$ cat src/rtl/shift_rx.sv
// Serial-to-parallel frame receiver: start bit, W data bits in either order, stop bit,
// word delivered on a valid/ready port with overrun and framing-error pulses.
module shift_rx #(
    parameter int W = 4
) (
    input  logic         clk,
    input  logic         rst,
    input  logic         sin,
    input  logic         sin_en,
    input  logic         dir,
    output logic [W-1:0] dout,
    output logic         dvalid,
    input  logic         dready,
    output logic         busy,
    output logic         ferr,
    output logic         ovr
);

    localparam int CW = $clog2(W);

    typedef enum logic [1:0] {
        IDLE = 2'd0,
        DATA = 2'd1,
        STOP = 2'd2
    } state_t;

    state_t         state;
    state_t         state_d;
    logic [W-1:0]   shreg;
    logic [W-1:0]   shreg_d;
    logic [W-1:0]   dout_d;
    logic [CW-1:0]  cnt;
    logic [CW-1:0]  cnt_d;
    logic           dir_q;
    logic           dir_d;
    logic           dvalid_d;
    logic           busy_d;
    logic           ferr_d;
    logic           ovr_d;
    logic           last_bit;
    logic           load_ok;

    assign last_bit = (cnt == CW'(W - 1));
    // A finished word may load if the slot is empty or is being emptied on this same edge.
    assign load_ok  = !dvalid || dready;

    always_comb begin
        state_d  = state;
        shreg_d  = shreg;
        cnt_d    = cnt;
        dir_d    = dir_q;
        dout_d   = dout;
        dvalid_d = dvalid && !dready;
        ferr_d   = 1'b0;
        ovr_d    = 1'b0;

        case (state)
            IDLE: begin
                if (sin_en && !sin) begin
                    dir_d   = dir;
                    cnt_d   = '0;
                    state_d = DATA;
                end
            end
            DATA: begin
                if (sin_en) begin
                    if (dir_q) begin
                        shreg_d = {shreg[W-2:0], sin};
                    end else begin
                        shreg_d = {sin, shreg[W-1:1]};
                    end
                    if (last_bit) begin
                        state_d = STOP;
                    end else begin
                        cnt_d = cnt + 1'b1;
                    end
                end
            end
            STOP: begin
                if (sin_en) begin
                    state_d = IDLE;
                    if (sin) begin
                        if (load_ok) begin
                            dout_d   = shreg;
                            dvalid_d = 1'b1;
                        end else begin
                            ovr_d = 1'b1;
                        end
                    end else begin
                        ferr_d = 1'b1;
                    end
                end
            end
            default: begin
                state_d = IDLE;
            end
        endcase

        busy_d = (state_d != IDLE);
    end

    always_ff @(posedge clk) begin
        if (rst) begin
            state  <= IDLE;
            shreg  <= '0;
            cnt    <= '0;
            dir_q  <= 1'b0;
            dout   <= '0;
            dvalid <= 1'b0;
            busy   <= 1'b0;
            ferr   <= 1'b0;
            ovr    <= 1'b0;
        end else begin
            state  <= state_d;
            shreg  <= shreg_d;
            cnt    <= cnt_d;
            dir_q  <= dir_d;
            dout   <= dout_d;
            dvalid <= dvalid_d;
            busy   <= busy_d;
            ferr   <= ferr_d;
            ovr    <= ovr_d;
        end
    end

endmodule

$ cat config.mk
export PLATFORM = sky130hd
export DESIGN_NAME = shift_rx
export DESIGN_NICKNAME = d
export VERILOG_FILES = /design/src/rtl/shift_rx.sv
export SDC_FILE = /design/constraint.sdc
export NUM_CORES = 1
export LEC_CHECK = 0
export CAP_MARGIN = 20
export CORE_MARGIN = 4
export CORE_UTILIZATION = 44
export CTS_CLUSTER_DIAMETER = 150
export DETAILED_ROUTE_END_ITERATION = 7
export PLACE_DENSITY = 0.72
export SYNTH_ARGS = -nofsm -noshare
export SYNTH_HDL_FRONTEND = slang
export SYNTH_SLANG_ARGS = --single-unit
$ cat constraint.sdc
create_clock -name clk -period 1.1 [get_ports clk]
set_input_delay 0.22 -clock clk [delete_from_list [all_inputs] [get_ports clk]]
set_output_delay 0.22 -clock clk [all_outputs]
set_load 0.02 [all_outputs]
==> results.txt <==
Status - complete, but fails checks
Failing checks - setup timing
Pin count of the biggest net entering global routing - 13
Die Y - 49.8 um
CTS Buf Count - 3
GP Congestion - 0.759
Vias - 633
Register bit total from synthesis - 17
Hold Crit Class - primary input to flip-flop
WL per Instance - 13.8 um
Measured slew at the worst slew-check pin - 0.263 ns
Pwr Total - 0.00111 W
RSZ-0062 raised after global routing - yes
First-pass GRT wire length - 2770 um
Mean post-synth cell area - 9.87 um^2
Share of layout cells above drive strength 1 - 0.429
PwrDens - 1030 nW/um^2
Crit path max fanout - 3
Rel. slew slack - 0.825
Slew Viols, Final - 0
Diodes inserted - 0
Post-CTS Hold Buffers - 0
Rows - 14
Distinct cell type count after synthesis - 26
Clk sinks - 17
Global Route Usage Sum - 0.147
CP arrival - 1.37 ns
Die width - 49.8 um
CP Launch Type - flip-flop
Antenna Violating Nets Remaining - 0
Period utilization - 1.09
Yosys top cell area share - 0.442
Avg Vias per Cell - 5.23
Placed Cells - 115
Clock Pin Slew Worst Setup and Hold Paths - 0.09 ns
P&R area growth vs syn - 39.3%
Worst Setup Slack, final - -0.103 ns
Clk_lat worst skew - 0.28 ns
WHS - 0.467 ns
Post-layout utilization of the core - 0.680
CP Class - flip-flop to flip-flop
DRT iter0 DRCs - 3
Vias in the first global route - 624
Setup Skew - 0.00492 ns
Max-cap violation count - 0
Starting Density - 0.488
Syn nets - 85
DRC Markers - 0
Initial antenna violation count - 0
CTS tree - built
H-tree levels - 1
Final #Nets - 113
Crit-path slowest cell - dfxtp_2
Crit-path cells - ha_4, mux2_2, o21ai_1, a21oi_2
Hold Fails Final Rpt - 0
Synth warn - 0
Worst vdd ir - 0.000755 V
DR pass1 iterations - 4
Post-synthesis sequential area ratio - 0.442
GR Overflow Total - 0
Port Buffers - 13
Mapped Cells - 78
Req. time, crit path - 1.27 ns
Post-route non-filler standard cell count - 121
Ranking of synthesized cells by area - dfxtp_1, mux2i_1, nand2b_1
Reg2Reg Setup Slack - -0.10 ns
Core Region - 1580 um^2
DRT Wirelength - 1670 um
Number of setup violations in the final report - 3
Worst path max stage delay - 0.35 ns
I/O pin total - 14
Leakage - 0.412 nW
Post-Syn Area - 769 um^2
Peak Freq - 831 MHz
Die area - 2480 um^2
Setup crit end kind - flip-flop
Clock buffer depth - 2
HPWL Detailed - 1150 um
Root Buffer - clkbuf_4
Tmin final - 1.20 ns
Area leader, netlist - dfxtp_1
worst paths after layout:
path	cells past startpoint	from	endpoint
max	4	cnt[1]$_SDFFE_PP0P_	cnt[0]$_SDFFE_PP0P_
min	3	sin_en	state[1]$_SDFF_PP0_
max reg2reg	4	cnt[1]$_SDFFE_PP0P_	cnt[0]$_SDFFE_PP0P_
min reg2reg	2	dout[0]$_SDFFE_PP0P_	dout[0]$_SDFFE_PP0P_
kinds of logic after synthesis:
kind of cell,Yosys count,share of synthesized area
multiplexers,11,0.145
flip-flops,17,0.442
AO/OA/AOI/OAI,12,0.0992
buffers and inverters,6,0.0423
AND/OR/NAND/NOR,31,0.255
adder cells (fa/ha/maj),1,0.0163
critical path, delay by kind of cell, from the launching register on:
kind	cells	cell delay, ns
AO/OA/AOI/OAI	2	0.29
flip-flops	1	0.35
multiplexers	1	0.28
adder cells (fa/ha/maj)	1	0.17
state kept, by name (all words and copies together) (netlist names):
signal,cells
dout,4
shreg,4
cnt,2
state,2
busy,1
dir_q,1
dvalid,1
ferr,1
ovr,1
stage by stage:
stage                     TNS, ns  instance area (um^2)  worst slack [ns]
after floorplan            -0.137                   772           -0.0294
final                      -0.140                  1070            -0.103
after global routing       -0.731                  1070            -0.136
after global placement      -5.91                   995            -0.409
after CTS                 -0.0639                  1050           -0.0320
after detailed placement    -6.50                   995            -0.427
cell usage in the layout, fill, tap and decap left out, drive strengths merged:
master | synthesis | layout
a211oi | 4 | 4
a21oi | 5 | 5
and2b | 2 | 2
and3b | 2 | 2
buf | 2 | 24
clkbuf | 4 | 4
clkdlybuf4s50 | 0 | 3
dfxtp | 17 | 17
dlygate4sd2 | 0 | 2
ha | 1 | 1
mux2 | 1 | 1
mux2i | 10 | 10
nand2 | 1 | 1
nand2b | 10 | 10
nand4 | 1 | 1
nand4b | 3 | 3
nor2 | 6 | 6
nor2b | 1 | 1
nor3 | 1 | 1
nor3b | 1 | 1
nor4b | 1 | 1
o21ai | 2 | 2
o21bai | 1 | 1
or2 | 1 | 1
or3b | 1 | 1
layer usage:
metal	vias up	global-route usage	routed length [um]	part of all wire
met1	288	0.186	757	0.45
met2	11	0.227	833	0.50
met4	0	0.0829	21	0.013
met3	2	0.0331	53	0.032
li1	332	-	-	-
met5	-	0	0	0
what timing repair did:
| item | 4_1_cts | 5_1_grt |
|---|---|---|
| resized for setup | 42 | 14 |
| pin swaps | 1 | 3 |
| setup buffers | 2 | 1 |
| setup endpoints to repair | 22 | 16 |
cell usage after synthesis, drive strengths merged:
library cell,instances
mux2i,10
o21ai,2
nor2b,1
nor3b,1
a21oi,5
ha,1
or3b,1
clkbuf,4
nor4b,1
nand2,1
mux2,1
and2b,2
a211oi,4
nand4b,3
nand2b,10
buf,2
or2,1
nor3,1
dfxtp,17
and3b,2
nor2,6
nand4,1
o21bai,1
power by group:
part	leakage [nW]	switching (W)	total (W)	internal (W)
combinational	0.257	0.0000659	0.000148	0.0000817
sequential	0.140	0.0000187	0.000647	0.000628
clock	0.0150	0.000173	0.000314	0.000141
total	0.412	0.000258	0.00111	0.000851
final cells by class:
| cell class | instances | area [um^2] |
|---|---|---|
| timing repair buffer | 29 | 215 |
| clock buffer | 4 | 26.3 |
| sequential | 17 | 350 |
| fill | 119 | 504 |
| tap | 16 | 20.0 |
| multi-input combinational | 55 | 460 |
(Power assumes the default switching activity.)
